--- config.mk ---
export PLATFORM = sky130hd
export DESIGN_NAME = pipe_stage_reg
export DESIGN_NICKNAME = d
export VERILOG_FILES = /design/src/rtl/pipe_pkg.sv /design/src/rtl/pipe_skid_slot.sv /design/src/rtl/pipe_stage_reg.sv
export SDC_FILE = /design/constraint.sdc
export NUM_CORES = 1
export LEC_CHECK = 0
export ABC_AREA = 1
export CORE_MARGIN = 5
export CORE_UTILIZATION = 30
export CTS_CLUSTER_SIZE = 8
export DETAILED_ROUTE_END_ITERATION = 8
export GPL_ROUTABILITY_DRIVEN = 0
export SYNTH_ARGS = -nofsm -noshare
export SYNTH_HDL_FRONTEND = slang
export SYNTH_SLANG_ARGS = --single-unit
--- constraint.sdc ---
create_clock -name CLK -period 1.4 [get_ports CLK]
set_clock_uncertainty 0.1 [all_clocks]
set_input_delay 0.28 -clock CLK [delete_from_list [all_inputs] [get_ports CLK]]
set_output_delay 0.28 -clock CLK [all_outputs]
set_load 0.01 [all_outputs]
--- src/rtl/pipe_pkg.sv ---
// Shared definitions for the pipeline stage register: held-data state
// encoding and the default channel widths / bubble instruction.
package pipe_pkg;

    localparam int PC_W_DEF    = 32;
    localparam int INSTR_W_DEF = 32;

    localparam logic [31:0] NOP_INSTR_DEF = 32'h0000_0000;

    // EMPTY: nothing held; ONE: main entry valid; TWO: main plus skid entry.
    typedef enum logic [1:0] {
        ST_EMPTY = 2'd0,
        ST_ONE   = 2'd1,
        ST_TWO   = 2'd2
    } pipe_state_e;

endpackage

--- src/rtl/pipe_skid_slot.sv ---
// Single valid+data holding register with load and clear.
// On clear the bits selected by CLR_MASK take CLR_VAL and the rest keep
// their value, so the main entry can show a bubble instruction while
// keeping its last program counter.
module pipe_skid_slot #(
    parameter int              DW       = 64,
    parameter logic [DW-1:0]   RST_VAL  = '0,
    parameter logic [DW-1:0]   CLR_MASK = '0,
    parameter logic [DW-1:0]   CLR_VAL  = '0
) (
    input  logic          CLK,
    input  logic          RST_N,
    input  logic          load_i,
    input  logic          clear_i,
    input  logic [DW-1:0] data_i,
    output logic          valid_o,
    output logic [DW-1:0] data_o
);

    logic          valid_q;
    logic [DW-1:0] data_q;

    // Slot storage: clear wins over load so a kill can never be overridden.
    always_ff @(posedge CLK or negedge RST_N) begin
        if (!RST_N) begin
            valid_q <= 1'b0;
            data_q  <= RST_VAL;
        end else if (clear_i) begin
            valid_q <= 1'b0;
            data_q  <= (data_q & ~CLR_MASK) | (CLR_VAL & CLR_MASK);
        end else if (load_i) begin
            valid_q <= 1'b1;
            data_q  <= data_i;
        end
    end

    assign valid_o = valid_q;
    assign data_o  = data_q;

endmodule

--- src/rtl/pipe_stage_reg.sv ---
// One-deep pipeline register for a pc/instruction pair with valid/ready
// handshakes on both sides and a synchronous flush.
// Build option: PIPE_STAGE_SKID_EN adds a skid entry so that in_ready is a
// pure register output (no combinational path from out_ready). Without it
// in_ready = out_ready || !out_valid.
module pipe_stage_reg
    import pipe_pkg::*;
#(
    parameter int                 PC_W      = PC_W_DEF,
    parameter int                 INSTR_W   = INSTR_W_DEF,
    parameter logic [INSTR_W-1:0] NOP_INSTR = INSTR_W'(NOP_INSTR_DEF)
) (
    input  logic               CLK,
    input  logic               RST_N,
    input  logic               in_valid,
    output logic               in_ready,
    input  logic [PC_W-1:0]    pc_in,
    input  logic [INSTR_W-1:0] instr_in,
    input  logic               flush,
    output logic               out_valid,
    input  logic               out_ready,
    output logic [PC_W-1:0]    pc_out,
    output logic [INSTR_W-1:0] instr_out
);

    localparam int DW = PC_W + INSTR_W;

    // Main entry resets to pc=0 / bubble; clearing replaces only the
    // instruction field with the bubble, leaving pc_out as it was.
    localparam logic [DW-1:0] MAIN_RST_VAL  = {{PC_W{1'b0}}, NOP_INSTR};
    localparam logic [DW-1:0] MAIN_CLR_MASK = {{PC_W{1'b0}}, {INSTR_W{1'b1}}};
    localparam logic [DW-1:0] MAIN_CLR_VAL  = {{PC_W{1'b0}}, NOP_INSTR};

    pipe_state_e   state_q;
    pipe_state_e   state_d;
    logic          in_xfer_s;
    logic          out_xfer_s;
    logic          main_load_s;
    logic          main_clear_s;
    logic          main_valid_s;
    logic [DW-1:0] main_din_s;
    logic [DW-1:0] main_data_s;
`ifdef PIPE_STAGE_SKID_EN
    logic          skid_load_s;
    logic          skid_clear_s;
    logic          main_from_skid_s;
    logic          skid_valid_s;
    logic [DW-1:0] skid_data_s;
`endif

    assign in_xfer_s  = in_valid && in_ready;
    assign out_xfer_s = out_valid && out_ready;

    // Next-state and slot control; flush overrides every other event.
    always_comb begin
        state_d          = state_q;
        main_load_s      = 1'b0;
        main_clear_s     = 1'b0;
`ifdef PIPE_STAGE_SKID_EN
        skid_load_s      = 1'b0;
        skid_clear_s     = 1'b0;
        main_from_skid_s = 1'b0;
`endif
        if (flush) begin
            state_d      = ST_EMPTY;
            main_clear_s = 1'b1;
`ifdef PIPE_STAGE_SKID_EN
            skid_clear_s = 1'b1;
`endif
        end else begin
            case (state_q)
                ST_EMPTY: begin
                    if (in_xfer_s) begin
                        main_load_s = 1'b1;
                        state_d     = ST_ONE;
                    end else begin
                        state_d     = ST_EMPTY;
                    end
                end
                ST_ONE: begin
                    if (in_xfer_s && out_xfer_s) begin
                        // New pair replaces the one leaving this edge.
                        main_load_s = 1'b1;
                        state_d     = ST_ONE;
                    end
`ifdef PIPE_STAGE_SKID_EN
                    else if (in_xfer_s) begin
                        // Downstream stalled: park the new pair in the skid.
                        skid_load_s = 1'b1;
                        state_d     = ST_TWO;
                    end
`endif
                    else if (out_xfer_s) begin
                        main_clear_s = 1'b1;
                        state_d      = ST_EMPTY;
                    end else begin
                        state_d      = ST_ONE;
                    end
                end
`ifdef PIPE_STAGE_SKID_EN
                ST_TWO: begin
                    if (out_xfer_s) begin
                        // Skid moves into main; no input accepted in TWO.
                        main_load_s      = 1'b1;
                        main_from_skid_s = 1'b1;
                        skid_clear_s     = 1'b1;
                        state_d          = ST_ONE;
                    end else begin
                        state_d          = ST_TWO;
                    end
                end
`endif
                default: begin
                    state_d      = ST_EMPTY;
                    main_clear_s = 1'b1;
`ifdef PIPE_STAGE_SKID_EN
                    skid_clear_s = 1'b1;
`endif
                end
            endcase
        end
    end

    // Held-data state register.
    always_ff @(posedge CLK or negedge RST_N) begin
        if (!RST_N) begin
            state_q <= ST_EMPTY;
        end else begin
            state_q <= state_d;
        end
    end

`ifdef PIPE_STAGE_SKID_EN
    assign main_din_s = main_from_skid_s ? skid_data_s : {pc_in, instr_in};

    pipe_skid_slot #(
        .DW       (DW),
        .RST_VAL  ({DW{1'b0}}),
        .CLR_MASK ({DW{1'b0}}),
        .CLR_VAL  ({DW{1'b0}})
    ) u_skid (
        .CLK     (CLK),
        .RST_N   (RST_N),
        .load_i  (skid_load_s),
        .clear_i (skid_clear_s),
        .data_i  ({pc_in, instr_in}),
        .valid_o (skid_valid_s),
        .data_o  (skid_data_s)
    );

    assign in_ready = ~skid_valid_s;
`else
    assign main_din_s = {pc_in, instr_in};
    assign in_ready   = out_ready | ~main_valid_s;
`endif

    pipe_skid_slot #(
        .DW       (DW),
        .RST_VAL  (MAIN_RST_VAL),
        .CLR_MASK (MAIN_CLR_MASK),
        .CLR_VAL  (MAIN_CLR_VAL)
    ) u_main (
        .CLK     (CLK),
        .RST_N   (RST_N),
        .load_i  (main_load_s),
        .clear_i (main_clear_s),
        .data_i  (main_din_s),
        .valid_o (main_valid_s),
        .data_o  (main_data_s)
    );

    assign out_valid           = main_valid_s;
    assign {pc_out, instr_out} = main_data_s;

endmodule

==> metrics.txt <==
P per Cell Area=1090 mW/mm^2; Relative slew margins=75.9%; initial antenna violation count=0; synthesis-stage register bit count=66; WP data required=1.56 ns; post-synth cell types=15; clock network power share=26.0%; final hold viol count=0; most common cell after layout, fill and taps aside=nand2_1; minimum clock period=1.47 ns; Worst VDD drop=633 uV; Antenna diodes=0; number of setup violations in the final report=62; worst setup slack after layout=-0.0682 ns; clock-pin slew of the registers on the worst-case setup and hold paths=0.07 ns; Switch Pwr=1.62 mW; Reg area=0.00165 sq mm; multi-input logic area=0.00103 sq mm; Worst-Margin Slew=0.361 ns; Layout fillers=856; post-route ant nets=0; Seq pwr share=43.8%; Root Driver=clkbuf_8; leakage power=2.36 nW; met1 usage in global routing=21.9%; area of the die=0.0116 sq mm; worst-skew pair later-pin latency=0.32 ns; Post-Syn Area=0.00285 sq mm; # H-tree levels=3; Logic pwr share=30.2%; Post-route DRC=0; type of the most critical hold path=reg -> reg; met3 Use GR=5.04%; clk sinks=66; Via Count=2798; Reg-to-Reg Start=u_main.valid_o$_DFFE_PN0P_; Net Sw Frac=30.4%; Worst Path Class, Setup=in -> reg; DR pass1 iterations=5; CP arrival=1.63 ns; critical path endpoint category=register; RSZ-0062 raised after global routing=true; area share of the largest cell type after synthesis=57.9%; Initial Util=30.9%; Layout area overhead=71.6%; die span in y=108 um; syn_nets=376; WL/cell=16.6 um; Pins Over Slew Limit=0; DRT Wirelength=9770 um; Hold Crit Depth=2; I/O pins=135; reg2reg path depth=6; Die X=108 um; fin crit share=105%; Total Routing Usage GR=16.7%; failing checks=negative setup slack; GRT met2 Usage=26.6%; layout cells sized above 1=14.3%; Final nets=524; dpl hpwl=6040 um; CP Max Fanout=10; startpoint types=input pin; FMAX=681 MHz; largest area contributor in the netlist=dfrtp_1; total grt overflow=0; first-pass GRT wire length=15300 um; total negative slack=-2.00 ns; Seq/Total Area, Yosys=57.9%; Avg Cell Area, Syn=9.30 sq um; vias in the first global route=2811; FP Rows=35; busiest grt layer=met2; CTS Buf Count=9; ranking of synthesized cells by area=dfrtp_1 (58%), nand4_1 (14%), nand2_1 (13%); MaxCap Viol Count=0; status=finished, violations left; Port Buffers=134; largest net degree at the start of global routing=67; core region area=0.00924 sq mm; clock tree buffer depth=2; worst hold start=u_main.data_o[49]$_DFFE_PN0P_; critical path startpoint=out_ready; Synth Warn #=0; CTS tree=done; commonest non-fill, non-tap cells in the layout=nand2_1 (93), clkdlybuf4s50_1 (67), dfrtp_1 (65); P_int=3.72 mW; Via density=4.75; post-synthesis instance total=307; Pwr Total=5.34 mW; 1st-iter DRT viols=66
-- per-stage QoR --
| stage | utilization, % | hold slack [ns] | cell area (sq um) | setup WS [ns] | cells |
|---|---|---|---|---|---|
| final | 53.0 | 0.374 | 4900 | -0.0682 | 589 |
| after global routing | 53.0 | 0.398 | 4900 | -0.120 | 589 |
| after CTS | 51.5 | 0.371 | 4760 | -0.111 | 582 |
| after detailed placement | 47.3 | 0.235 | 4370 | -0.433 | 555 |
| after global placement | 47.3 | 0.232 | 4370 | -0.424 | 555 |
| after floorplan | - | -0.116 | 2850 | 0.110 | 307 |
-- cell usage after synthesis (all sizes together) --
| library cell | count |
|---|---|
| a21oi | 1 |
| buf | 29 |
| clkbuf | 1 |
| dfrtp | 66 |
| inv | 5 |
| nand2 | 101 |
| nand3 | 33 |
| nand4 | 63 |
| nor2 | 6 |
| o21ai | 2 |
-- final timing paths --
path / to / slack (ns)
min in group asynchronous: u_main.data_o[52]$_DFFE_PN0P_ / 0.42
worst min-delay path: u_main.data_o[49]$_DFFE_PN0P_ / 0.37
worst max-delay path: u_main.data_o[51]$_DFFE_PN0P_ / -0.07
max in group asynchronous: u_main.valid_o$_DFFE_PN0P_ / 0.49
worst max register to register: u_main.data_o[51]$_DFFE_PN0P_ / -0.05
worst min register to register: u_main.data_o[49]$_DFFE_PN0P_ / 0.37
-- logic make-up (layout without fill, tap and decap cells) --
logic type / count (synthesis) / in the layout / synth area share, %
AO/OA/AOI/OAI: 3 / 3 / 0.657
AND/OR/NAND/NOR: 203 / 203 / 34.1
buffers and inverters: 35 / 188 / 7.36
flip-flops: 66 / 66 / 57.9
-- repair_timing --
action / 4_1_cts / 5_1_grt
hold endpoints to repair: 66 / 0
gates cloned: 5 / 3
setup buffers: 5 / 5
resized for setup: 129 / 34
pin swaps: 11 / 26
setup endpoints to repair: 130 / 92
hold buffers: 1 / 0
-- sequential cells by signal, indices dropped and copies added (netlist names) --
signal	cells
u_main.data_o	64
u_main.valid_o	1
state_q	1
-- power groups by stage --
stage	clock, mW	sequential, mW	combinational (mW)
global placement	0	2.37	1.53
CTS	1.45	2.34	1.55
detailed placement	0	2.36	1.55
global route	1.52	2.38	1.75
floorplan	0	2.49	0.450
finish	1.39	2.34	1.61
-- worst max-delay path: stages --
cell and delay (ns):
clkdlybuf4s50_1 0.48, inv_1 0.08, a21oi_4 0.23, buf_6 0.21, clkbuf_16 0.18, nand4_1 0.08, nand2_1 0.08
-- metal layers --
metal  wire length [um]  up-vias
li1                   -     1358
met1               4280     1328
met2               4660      106
met3                753        6
met4                 80        0
met5                  0        -
-- cell type report --
type / instances / share of cell area [%]
clock inverter: 3 / 0.307
clock buffer: 13 / 3.04
multi-input combinational: 206 / 21.1
sequential: 66 / 33.8
inverter: 5 / 0.383
tap: 129 / 3.30
timing repair buffer: 167 / 38.1
(Power assumes the default switching activity.)
